## src/rtl/avs_regbank_pkg.sv

```systemverilog
// avs_regbank_pkg -- definitions shared by the register bank and its channels.
//   op_e     : write operation selected by avs_s1_address[1:0]
//   ch_width : channel-index width, never narrower than one bit
package avs_regbank_pkg;

    typedef enum logic [1:0] {
        OP_LOAD = 2'd0,   // reg  = wd
        OP_SET  = 2'd1,   // reg |= wd
        OP_CLR  = 2'd2,   // reg &= ~wd
        OP_TGL  = 2'd3    // reg ^= wd
    } op_e;

    function automatic int ch_width(input int num_ch);
        return (num_ch <= 1) ? 1 : $clog2(num_ch);
    endfunction

endpackage

```

## src/rtl/avs_regbank_ch.sv

```systemverilog
// avs_regbank_ch -- one channel register with byte-masked LOAD/SET/CLR/TGL.
// Ports:
//   csi_clk, csi_reset : clock, synchronous active-high reset
//   wr_en              : this channel is written at the next rising edge
//   op                 : operation (op_e encoding)
//   wdata, byteenable  : operand and per-byte enables
//   value              : current register contents
//   update             : high for one cycle after value actually changed
module avs_regbank_ch
    import avs_regbank_pkg::*;
#(
    parameter int              DATA_W    = 8,
    parameter logic [DATA_W-1:0] RESET_VAL = '0
) (
    input  logic                  csi_clk,
    input  logic                  csi_reset,
    input  logic                  wr_en,
    input  logic [1:0]            op,
    input  logic [DATA_W-1:0]     wdata,
    input  logic [DATA_W/8-1:0]   byteenable,
    output logic [DATA_W-1:0]     value,
    output logic                  update
);

    localparam int BE_W = DATA_W / 8;

    logic [DATA_W-1:0] op_result;
    logic [DATA_W-1:0] merged;
    logic              changed;

    always_comb begin
        op_result = value;
        case (op)
            OP_LOAD: op_result = wdata;
            OP_SET:  op_result = value | wdata;
            OP_CLR:  op_result = value & ~wdata;
            OP_TGL:  op_result = value ^ wdata;
            default: op_result = value;
        endcase
    end

    // Disabled bytes keep their old contents.
    always_comb begin
        merged = value;
        for (int b = 0; b < BE_W; b++) begin
            if (byteenable[b]) begin
                merged[b*8 +: 8] = op_result[b*8 +: 8];
            end
        end
    end

    // A write that leaves the register unchanged must not strobe update.
    assign changed = wr_en && (merged != value);

    always_ff @(posedge csi_clk) begin
        if (csi_reset) begin
            value  <= RESET_VAL;
            update <= 1'b0;
        end else begin
            update <= changed;
            if (changed) begin
                value <= merged;
            end
        end
    end

endmodule

```

## src/rtl/avs_regbank.sv

```systemverilog
// avs_regbank -- Avalon-MM slave bank of NUM_CH DATA_W-bit output registers.
// Ports:
//   csi_clk, csi_reset    : clock, synchronous active-high reset
//   avs_s1_address        : [ADDR_W-1:2] channel, [1:0] operation (op_e)
//   avs_s1_read/_write    : requests, accepted every cycle (no waitrequest)
//   avs_s1_writedata      : write operand
//   avs_s1_byteenable     : per-byte write enables
//   avs_s1_readdata/valid : read response, fixed latency 1
//   user_dataout          : channel c at [c*DATA_W +: DATA_W]
//   user_update           : bit c strobes for one cycle after channel c changed
//
// Handshake: a request is accepted on every rising edge where read or write is
// high. A write wins over a simultaneous read, which is dropped. An accepted read
// returns readdata with readdatavalid high for exactly the following cycle;
// readdata holds its last value while readdatavalid is low. Reset is applied
// combinationally to the response outputs so a read accepted just before reset
// never produces readdatavalid.
module avs_regbank
    import avs_regbank_pkg::*;
#(
    parameter int                DATA_W    = 8,
    parameter int                NUM_CH    = 4,
    parameter logic [DATA_W-1:0] RESET_VAL = '0,
    localparam int               CH_W      = ch_width(NUM_CH),
    localparam int               ADDR_W    = CH_W + 2,
    localparam int               BE_W      = DATA_W / 8
) (
    input  logic                     csi_clk,
    input  logic                     csi_reset,
    input  logic [ADDR_W-1:0]        avs_s1_address,
    input  logic                     avs_s1_read,
    output logic [DATA_W-1:0]        avs_s1_readdata,
    output logic                     avs_s1_readdatavalid,
    input  logic                     avs_s1_write,
    input  logic [DATA_W-1:0]        avs_s1_writedata,
    input  logic [BE_W-1:0]          avs_s1_byteenable,
    output logic [NUM_CH*DATA_W-1:0] user_dataout,
    output logic [NUM_CH-1:0]        user_update
);

    logic [CH_W-1:0]   ch_sel;
    logic [1:0]        op;
    logic              ch_ok;
    logic              rd_fire;
    logic [NUM_CH-1:0] wr_en;
    logic [NUM_CH-1:0] upd_q;
    logic [DATA_W-1:0] ch_value [NUM_CH];
    logic [DATA_W-1:0] rd_mux;
    logic [DATA_W-1:0] rd_q;
    logic              rdv_q;

    assign ch_sel  = avs_s1_address[ADDR_W-1:2];
    assign op      = avs_s1_address[1:0];
    // Indices past NUM_CH exist when NUM_CH is not a power of two.
    assign ch_ok   = (32'(ch_sel) < 32'(NUM_CH));
    assign rd_fire = avs_s1_read && !avs_s1_write;

    for (genvar c = 0; c < NUM_CH; c++) begin : g_ch
        assign wr_en[c] = avs_s1_write && ch_ok && (ch_sel == CH_W'(c));

        avs_regbank_ch #(
            .DATA_W    (DATA_W),
            .RESET_VAL (RESET_VAL)
        ) u_ch (
            .csi_clk    (csi_clk),
            .csi_reset  (csi_reset),
            .wr_en      (wr_en[c]),
            .op         (op),
            .wdata      (avs_s1_writedata),
            .byteenable (avs_s1_byteenable),
            .value      (ch_value[c]),
            .update     (upd_q[c])
        );

        assign user_dataout[c*DATA_W +: DATA_W] = ch_value[c];
    end

    // Unmapped channels read as zero.
    always_comb begin
        rd_mux = '0;
        for (int c = 0; c < NUM_CH; c++) begin
            if (ch_ok && (ch_sel == CH_W'(c))) begin
                rd_mux = ch_value[c];
            end
        end
    end

    always_ff @(posedge csi_clk) begin
        if (csi_reset) begin
            rd_q  <= '0;
            rdv_q <= 1'b0;
        end else begin
            rdv_q <= rd_fire;
            if (rd_fire) begin
                rd_q <= rd_mux;
            end
        end
    end

    assign avs_s1_readdata      = csi_reset ? '0 : rd_q;
    assign avs_s1_readdatavalid = rdv_q && !csi_reset;
    assign user_update          = csi_reset ? '0 : upd_q;

endmodule

```

## config.mk

```make
export PLATFORM = sky130hd
export DESIGN_NAME = avs_regbank
export DESIGN_NICKNAME = d
export VERILOG_FILES = /design/src/rtl/avs_regbank_pkg.sv /design/src/rtl/avs_regbank_ch.sv /design/src/rtl/avs_regbank.sv
export SDC_FILE = /design/constraint.sdc
export NUM_CORES = 1
export LEC_CHECK = 0
export CAP_MARGIN = 20
export CELL_PAD_IN_SITES_DETAIL_PLACEMENT = 1
export CELL_PAD_IN_SITES_GLOBAL_PLACEMENT = 1
export CORE_MARGIN = 2
export CORE_UTILIZATION = 47
export CTS_CLUSTER_SIZE = 40
export DETAILED_ROUTE_END_ITERATION = 10
export PLACE_DENSITY = 0.95
export SETUP_SLACK_MARGIN = 0.02
export SYNTH_ARGS = -nofsm -noshare
export SYNTH_HDL_FRONTEND = slang
export SYNTH_SLANG_ARGS = --single-unit
```

## constraint.sdc

```tcl
create_clock -name csi_clk -period 3.9 [get_ports csi_clk]
set_input_delay 0.78 -clock csi_clk [delete_from_list [all_inputs] [get_ports csi_clk]]
set_output_delay 0.78 -clock csi_clk [all_outputs]
set_load 0.1 [all_outputs]
```

==> results.txt, run 1 <==
----------------------------------------------------
[Route]
  Per-cell routed wire length ... ~22 um
  Aggregate routed wire length ... 14.8 mm
  Pre-Repair DR Iteration Count ... 4
  Number of nets with antenna violations after detailed routing ... 0
  Initial DRC Count ... ~200
  Remaining routing DRC violations ... 0
  Via count normalized by instance count ... slightly above 6
  DR vias ... 4072

[Timing]
  Number of failing hold endpoints at the final stage ... 0
  Post-route fraction of the period consumed by the critical path ... 89.7%
  Worst slew margin relative to its limit ... between 30% and 40%
  Min setup slack post-route ... 403 ps
  Peak clock frequency supported by timing ... approximately 290 MHz
  Final-report setup violation count ... 0
  Transition time of the tightest slew-check pin ... 998 ps
  RSZ-0062 raised after global routing ... no
  Final total negative setup slack ... 0 ps
  Time the final worst path needs with I/O delays and setup ... 3500 ps
  Worst Skew ... 13.9 ps
  Max Slew Vio Count ... 0

[Yosys]
  Net Count, Synth ... 560
  Number of flops mapped to enable cells by yosys ... 0
  Most repeated cell in the gate-level netlist after synthesis ... sky130_fd_sc_hd__inv_1
  Post-synth top cells ... sky130_fd_sc_hd__inv_1 (68), sky130_fd_sc_hd__ha_1 (64), sky130_fd_sc_hd__dfxtp_1 (45), sky130_fd_sc_hd__nand2_1 (30), sky130_fd_sc_hd__mux4_2 (24)
  Mean area per synthesized cell ... slightly below 10 um^2
  Async set-or-reset flop fraction in the synthesized netlist ... 0%
  Number of distinct library cell variants in the gate-level netlist after synthesis ... 73
  Post-synth design cell area ... 0.00463 mm^2
  YS warnings ... 0
  Leading register cell type out of synthesis ... sky130_fd_sc_hd__dfxtp_1
  Mapped Cells ... around 480
  Fraction of synthesized cell area taken by the top area cell type ... ~19%
  Number of synthesized register bits ... 45
  Cell types with the largest area share after synthesis ... sky130_fd_sc_hd__dfxtp_1 (19%), sky130_fd_sc_hd__ha_1 (17%), sky130_fd_sc_hd__mux4_2 (12%)
  Synth area leader ... sky130_fd_sc_hd__dfxtp_1
  Sequential area share after synthesis ... about a fifth

[Cells and area]
  Share of layout cells above drive strength 1 ... 15.9%
  Layout Nets ... 614
  Footprint of the flip-flops and latches ... 901 um^2
  Multi-input logic area ... 0.00320 mm^2
  Number of filler instances in the final layout ... 1117
  Diode count ... 0
  Area growth, synth to finish ... 14.7%
  Final std cell area, no fill ... 0.00531 mm^2

[Clock network]
  Deepest clock path buffer count ... 2
  # clock sinks ... 45
  Clock root buffer ... sky130_fd_sc_hd__clkbuf_8
  Number of hold buffers added after CTS ... 0
  Maximum level of the CTS H-tree ... 2
  CTS tree ... done
  Post-CTS setup repair buffer count ... 0
  Clock buffer count from CTS ... 5
  Clock transition at the register clock pins on the worst setup and hold paths after CTS ... around 100 ps
  Clock insertion delay at the later pin of the skew report ... 320 ps
  CTS resizes ... 0

[Power]
  Combinational cell fraction of total power ... 35.3%
  Cell Int Power ... 839 uW
  Part of the total power dissipated in the clock network ... 28.2%
  NetSw ... 507 uW
  Static Leak ... 2.18 nW
  Proportion of total power due to net switching ... 37.7%
  Total design power ... between 1 and 1.5 mW
  Sequential group share of total power ... between 30% and 40%
  Cell area power density ... 254 mW/mm^2
  VDD IR-drop max ... approximately 170 uV

[Floorplanning]
  Number of primary I/O pins ... 62
  Starting density of the core ... 47.8%
  Die extent in y ... ~100 um
  Total number of placement rows ... 36
  Die span in x ... 103 um
  Area of the die ... 0.0107 mm^2
  Total core area ... just under 0.01 mm^2

[Status]
  Result of the run ... finished, final reports clean

[Placed design]
  Placed inst area ... 0.00519 mm^2
  RD Place Congestion ... 0.892
  Pre-CTS WS ... 127 ps
  Number of port buffers ... 61
  Sum of net half-perimeters after detailed placement ... ~12 mm

[Worst setup path]
  Crit path capture ... g_ch[3].u_ch.value[7]$_SDFFE_PP0P_
  Arrival time worst endpoint ... ~3700 ps
  WP data required ... 4110 ps
  Setup crit end kind ... register
  Crit path from ... avs_s1_writedata[7]
  Startpoint of the lowest-slack register-to-register path ... g_ch[3].u_ch.value[7]$_SDFFE_PP0P_
  Start-to-end type of the worst setup path ... in2reg
  Worst R2R End ... g_ch[3].u_ch.value[7]$_SDFFE_PP0P_
  Setup slack on the worst flop-to-flop path ... 1180 ps
  Number of cells on the worst reg-to-reg path ... 8
  Largest fanout of any net on the critical path ... 8
  CP startpoint kind ... input port

[Min path]
  HP Class ... reg2reg

[GRT]
  Antenna violations before repair ... 0
  Largest net degree at the start of global routing ... 32
  First-pass GRT wire length ... 23.2 mm
  Residual overflow from global routing ... 0
  Number of global-route vias before repair ... 4354
  Overall Global Routing Usage ... 28.7%

[Job]
  Number of max-cap violations ... 0

----------------------------------------------------
[power by group through the flow]
stage / combinational [mW] / sequential [mW] / clock, mW
after global routing: 0.509 / 0.493 / 0.401
after global placement: 0.437 / 0.501 / 0
after CTS: 0.473 / 0.491 / 0.381
after floorplan: 0.285 / 0.564 / 0
after detailed placement: 0.468 / 0.502 / 0
final: 0.476 / 0.492 / 0.379
[metrics by stage]
stage          cells  hold WS [ps]  utilization, %
3_3_place_gp     659           439            53.6
5_1_grt          667           499            54.8
6_report         667           472            54.8
4_1_cts          667           475            54.8
2_1_floorplan    479           432               -
3_5_place_dp     659           461            53.6
[how the worst min path moves through the flow]
stage / start / endpoint / slack [ps] / cells past startpoint
after CTS: rd_q[0]$_SDFFE_PP0P_ / rd_q[0]$_SDFFE_PP0P_ / 480 / 2
after floorplan: rd_q[0]$_SDFFE_PP0P_ / rd_q[0]$_SDFFE_PP0P_ / 430 / 2
after global placement: rd_q[2]$_SDFFE_PP0P_ / rd_q[2]$_SDFFE_PP0P_ / 440 / 2
final: rd_q[0]$_SDFFE_PP0P_ / rd_q[0]$_SDFFE_PP0P_ / 470 / 2
after detailed placement: rd_q[0]$_SDFFE_PP0P_ / rd_q[0]$_SDFFE_PP0P_ / 460 / 2
after global routing: rd_q[3]$_SDFFE_PP0P_ / rd_q[3]$_SDFFE_PP0P_ / 500 / 2
[per-layer routing]
layer  wire length (um)  global-route usage, %
met1               5860                   33.4
met2               7580                   52.0
met3                804                   4.44
met4                595                   12.8
met5                  0                      0
[area by class of cell]
cell class | instances | share of cell area, %
Clock buffer | 5 | 1.30
Clock inverter | 3 | 0.872
Inverter | 70 | 4.95
Multi-Input combinational cell | 339 | 60.3
Sequential cell | 45 | 17.0
Tap cell | 133 | 3.13
Timing Repair Buffer | 72 | 12.5
[state kept, by name, indices dropped and copies added, names as in the netlist]
register / cells
g_ch.u_ch.update: 4
rd_q: 8
g_ch.u_ch.value: 32
rdv_q: 1
[cells by family (layout without fill, tap and decap cells)]
family / count (synthesis) / after routing / synth area share (%)
xor+xnor: 17 / 17 / 3.22
mux: 44 / 44 / 18.6
simple gates: 113 / 113 / 13.1
compound gates: 101 / 101 / 16.9
buf+inv: 95 / 150 / 11.4
flops: 45 / 45 / 19.5
fa+ha+maj: 64 / 64 / 17.3
[worst max-delay path, stage by stage]
cell and delay (ps):
sky130_fd_sc_hd__clkdlybuf4s50_1 570, sky130_fd_sc_hd__inv_1 200, sky130_fd_sc_hd__ha_1 330, sky130_fd_sc_hd__mux4_2 500
sky130_fd_sc_hd__xnor2_1 190, sky130_fd_sc_hd__nor3_2 310, sky130_fd_sc_hd__nand3_1 130, sky130_fd_sc_hd__o31a_1 390
sky130_fd_sc_hd__a32o_1 310
[placed cells by master (no fill, tap or decap), drive strengths merged, types with 2 or more instances in the layout]
master	Yosys	layout
a22oi	3	3
clkdlybuf4s50	0	46
a32o	5	5
clkbuf	11	5
mux4	31	31
inv	70	70
mux2i	7	7
a2bb2o	4	4
nor3b	2	2
or4	3	3
mux2	6	6
xnor2	17	17
and4	2	2
a211oi	11	11
and2	3	3
o32a	2	2
a21oi	22	22
o31ai	5	5
nand4	3	3
a22o	8	8
nand2b	8	8
ha	64	64
or2	2	2
o22ai	5	5
dfxtp	45	45
nor2	25	25
nand3	2	2
or3	2	2
a221o	2	2
nand2	32	32
o2bb2ai	5	5
nor2b	16	16
nor3	9	9
buf	13	26
o21ai	11	11
o211ai	3	3
Power figures use the tool's default switching activity.
==> inputs of run 2 (changes only) <==
--- a/config.mk
+++ b/config.mk
@@ -8,11 +8,11 @@
 export CAP_MARGIN = 20
 export CELL_PAD_IN_SITES_DETAIL_PLACEMENT = 1
 export CELL_PAD_IN_SITES_GLOBAL_PLACEMENT = 1
-export CORE_MARGIN = 2
+export CORE_MARGIN = 10
 export CORE_UTILIZATION = 47
 export CTS_CLUSTER_SIZE = 40
 export DETAILED_ROUTE_END_ITERATION = 10
-export PLACE_DENSITY = 0.95
+export PLACE_DENSITY = 0.9
 export SETUP_SLACK_MARGIN = 0.02
 export SYNTH_ARGS = -nofsm -noshare
 export SYNTH_HDL_FRONTEND = slang
==> results.txt, run 2 (synthesized netlist as in run 1, its figures left out) <==
----------------------------------------------------
[Status]
  Result of the run ... finished, final reports clean (unchanged)

[Cells and area]
  Number of filler instances in the final layout ... 1118 (was 1117)
  Multi-input logic area ... 0.00320 mm^2 (unchanged)
  Leading cell type in the layout, fill and taps excluded ... sky130_fd_sc_hd__inv_1 (unchanged)
  Largest registers ... g_ch.u_ch.value (32), rd_q (8), g_ch.u_ch.update (4) (unchanged)
  Number of flip-flops under the largest register name ... 32 (unchanged)
  Share of layout cells above drive strength 1 ... 16.1% (was 15.9%)
  Diode count ... 0 (unchanged)
  Largest register by flop count ... g_ch.u_ch.value (unchanged)
  Layout Nets ... 615 (was 614)
  Area growth, synth to finish ... 14.8% (was 14.7%)
  Footprint of the flip-flops and latches ... 901 um^2 (unchanged)
  Leading cell types in the layout, fill and taps excluded ... sky130_fd_sc_hd__inv_1 (68), sky130_fd_sc_hd__ha_1 (64), sky130_fd_sc_hd__clkdlybuf4s50_1 (46) (unchanged)

[Floorplanning]
  Total core area ... 0.00968 mm^2 (unchanged)
  Die span in x ... 119 um (was 103 um)
  Area of the die ... 0.0142 mm^2 (was 0.0107 mm^2)
  Starting density of the core ... 47.8% (unchanged)
  Total number of placement rows ... 36 (unchanged)
  Die extent in y ... 119 um (was 103 um)
  Number of primary I/O pins ... 62 (unchanged)

[Timing]
  Final total negative setup slack ... 0 ps (unchanged)
  Transition time of the tightest slew-check pin ... 992 ps (was 998 ps)
  Max Slew Vio Count ... 0 (unchanged)
  Post-route fraction of the period consumed by the critical path ... 88.2% (was 89.7%)
  Worst slew margin relative to its limit ... 33.7% (was 33.3%)
  Final-report setup violation count ... 0 (unchanged)
  Number of failing hold endpoints at the final stage ... 0 (unchanged)
  Peak clock frequency supported by timing ... 291 MHz (was 286 MHz)
  Time the final worst path needs with I/O delays and setup ... 3440 ps (was 3500 ps)
  Worst Skew ... 10.0 ps (was 13.9 ps)
  Hold slack ... 463 ps (was 472 ps)
  RSZ-0062 raised after global routing ... no (unchanged)

[GRT]
  Antenna violations before repair ... 0 (unchanged)
  Met2 GRT Util ... 35.5% (was 52.0%)
  First-pass GRT wire length ... 23.7 mm (was 23.2 mm)
  Number of global-route vias before repair ... 4317 (was 4354)
  Met1 usage in global routing ... 23.6% (was 33.4%)
  Largest net degree at the start of global routing ... 47 (was 32)
  Residual overflow from global routing ... 0 (unchanged)
  GRT met3 Usage ... 4.96% (was 4.44%)
  Overall Global Routing Usage ... 20.5% (was 28.7%)
  Grt peak-use layer ... met2 (unchanged)

[Worst setup path]
  Arrival time worst endpoint ... 3660 ps (was 3710 ps)
  Library cell contributing the largest single delay on the critical path ... sky130_fd_sc_hd__clkdlybuf4s50_1 (unchanged)
  Startpoint of the lowest-slack register-to-register path ... g_ch[3].u_ch.value[7]$_SDFFE_PP0P_ (unchanged)
  Largest fanout of any net on the critical path ... 8 (unchanged)
  Number of cells on the worst reg-to-reg path ... 8 (unchanged)
  Crit path from ... avs_s1_writedata[7] (unchanged)
  Setup slack on the worst flop-to-flop path ... 1140 ps (was 1180 ps)
  Worst R2R End ... g_ch[3].u_ch.value[7]$_SDFFE_PP0P_ (unchanged)
  WP data required ... 4120 ps (was 4110 ps)
  Cell breakdown of the critical path ... clkdlybuf4s50_1, inv_1, ha_1, mux4_2, xnor2_1, nor3_2, nand3_1, o31a_1, a32o_1 (unchanged)
  Delay contributed by the slowest stage of the critical path ... 550 ps (was 570 ps)
  CP startpoint kind ... input port (unchanged)
  Start-to-end type of the worst setup path ... in2reg (unchanged)
  Setup crit end kind ... register (unchanged)

[Clock network]
  Clock transition at the register clock pins on the worst setup and hold paths after CTS ... 100 ps (about the same)
  Clock root buffer ... sky130_fd_sc_hd__clkbuf_8 (unchanged)
  CTS tree ... done (unchanged)
  Number of hold buffers added after CTS ... 0 (unchanged)
  Deepest clock path buffer count ... 2 (unchanged)
  Maximum level of the CTS H-tree ... 2 (unchanged)
  # clock sinks ... 45 (unchanged)
  Clock insertion delay at the later pin of the skew report ... 310 ps (was 320 ps)
  CTS resizes ... 0 (unchanged)
  Clock buffer count from CTS ... 5 (unchanged)
  Post-CTS setup repair buffer count ... 0 (unchanged)

[Route]
  Remaining routing DRC violations ... 0 (unchanged)
  Via count normalized by instance count ... 6.05 (was 6.10)
  Number of nets with antenna violations after detailed routing ... 0 (unchanged)
  Initial DRC Count ... 400 (was 199)
  Aggregate routed wire length ... 14.9 mm (was 14.8 mm)
  DR vias ... 4043 (was 4072)
  Pre-Repair DR Iteration Count ... 5 (was 4)
  Per-cell routed wire length ... 22.3 um (was 22.2 um)

[Placed design]
  RD Place Congestion ... 0.869 (was 0.892)
  Sum of net half-perimeters after detailed placement ... 11.5 mm (was 11.8 mm)
  Number of port buffers ... 61 (unchanged)

[Job]
  Number of max-cap violations ... 0 (unchanged)

[Power]
  Cell area power density ... 252 mW/mm^2 (was 254 mW/mm^2)
  Static Leak ... 2.19 nW (was 2.18 nW)
  VDD IR-drop max ... 119 uV (was 171 uV)

[Min path]
  Hold Path Stages ... 2 (unchanged)
  End point of the most critical hold path ... rd_q[1]$_SDFFE_PP0P_ (was rd_q[0]$_SDFFE_PP0P_)
  Startpoint of the lowest-slack hold path ... rd_q[1]$_SDFFE_PP0P_ (was rd_q[0]$_SDFFE_PP0P_)
  HP Class ... reg2reg (unchanged)

----------------------------------------------------
-- run 2: changes by cell type in the layout (fill, tap and decap cells not counted) --
cell,change
sky130_fd_sc_hd__clkinv_2,+1
sky130_fd_sc_hd__clkinv_4,-1
sky130_fd_sc_hd__buf_4,+1
sky130_fd_sc_hd__inv_6,+1
sky130_fd_sc_hd__clkinvlp_4,-1
-- run 2: worst max path at each step --
stage / endpoint / slack, ps / depth (start not counted)
finish: g_ch[3].u_ch.value[7]$_SDFFE_PP0P_ / 460 / 9
global route: g_ch[3].u_ch.value[7]$_SDFFE_PP0P_ / 320 / 9
CTS: g_ch[3].u_ch.value[7]$_SDFFE_PP0P_ / 520 / 9
detailed placement: g_ch[3].u_ch.value[7]$_SDFFE_PP0P_ / 190 / 9
global placement: g_ch[3].u_ch.value[7]$_SDFFE_PP0P_ / 370 / 9
floorplan: g_ch[3].u_ch.value[7]$_SDFFE_PP0P_ / 790 / 9
-- run 2: per-stage QoR --
| step | area (um^2) | setup WS, ps | util (%) | std cells | power (mW) |
|---|---|---|---|---|---|
| 6_report | 5320 | 459 | 54.9 | 668 | 1.34 |
| 5_1_grt | 5320 | 318 | 54.9 | 668 | 1.39 |
| 4_1_cts | 5320 | 518 | 54.9 | 668 | 1.34 |
| 3_5_place_dp | 5200 | 194 | 53.7 | 660 | 0.967 |
| 3_3_place_gp | 5200 | 366 | 53.7 | 660 | 0.941 |
| 2_1_floorplan | 4630 | 793 | - | 479 | 0.849 |
-- run 2: layer usage --
layer  part of all wire, %  routed length (um)
met1                    41                6070
met3                   7.7                1140
met4                   3.1                 467
met2                    48                7210
met5                     0                   0
-- run 2: power breakdown --
part	leakage [nW]	switching, mW	total [mW]	internal (mW)
registers	0.364	0.0209	0.492	0.472
logic	1.77	0.296	0.471	0.175
clock network	0.0585	0.184	0.376	0.192
total	2.19	0.500	1.34	0.839
-- run 2: worst max-delay path, delay by kind of cell --
family          cells  cell delay (ps)
buf+inv             2              730
compound gates      2              680
xor+xnor            1              180
mux                 1              520
simple gates        2              430
fa+ha+maj           1              330
-- run 2: cell type report --
type / count / area share [%]
multi-input cells: 339 / 60.2
flip-flops and latches: 45 / 16.9
repair buffers: 73 / 12.6
inverters: 70 / 4.94
well taps: 133 / 3.13
clock buffers: 5 / 1.29
clock inverters: 3 / 0.824
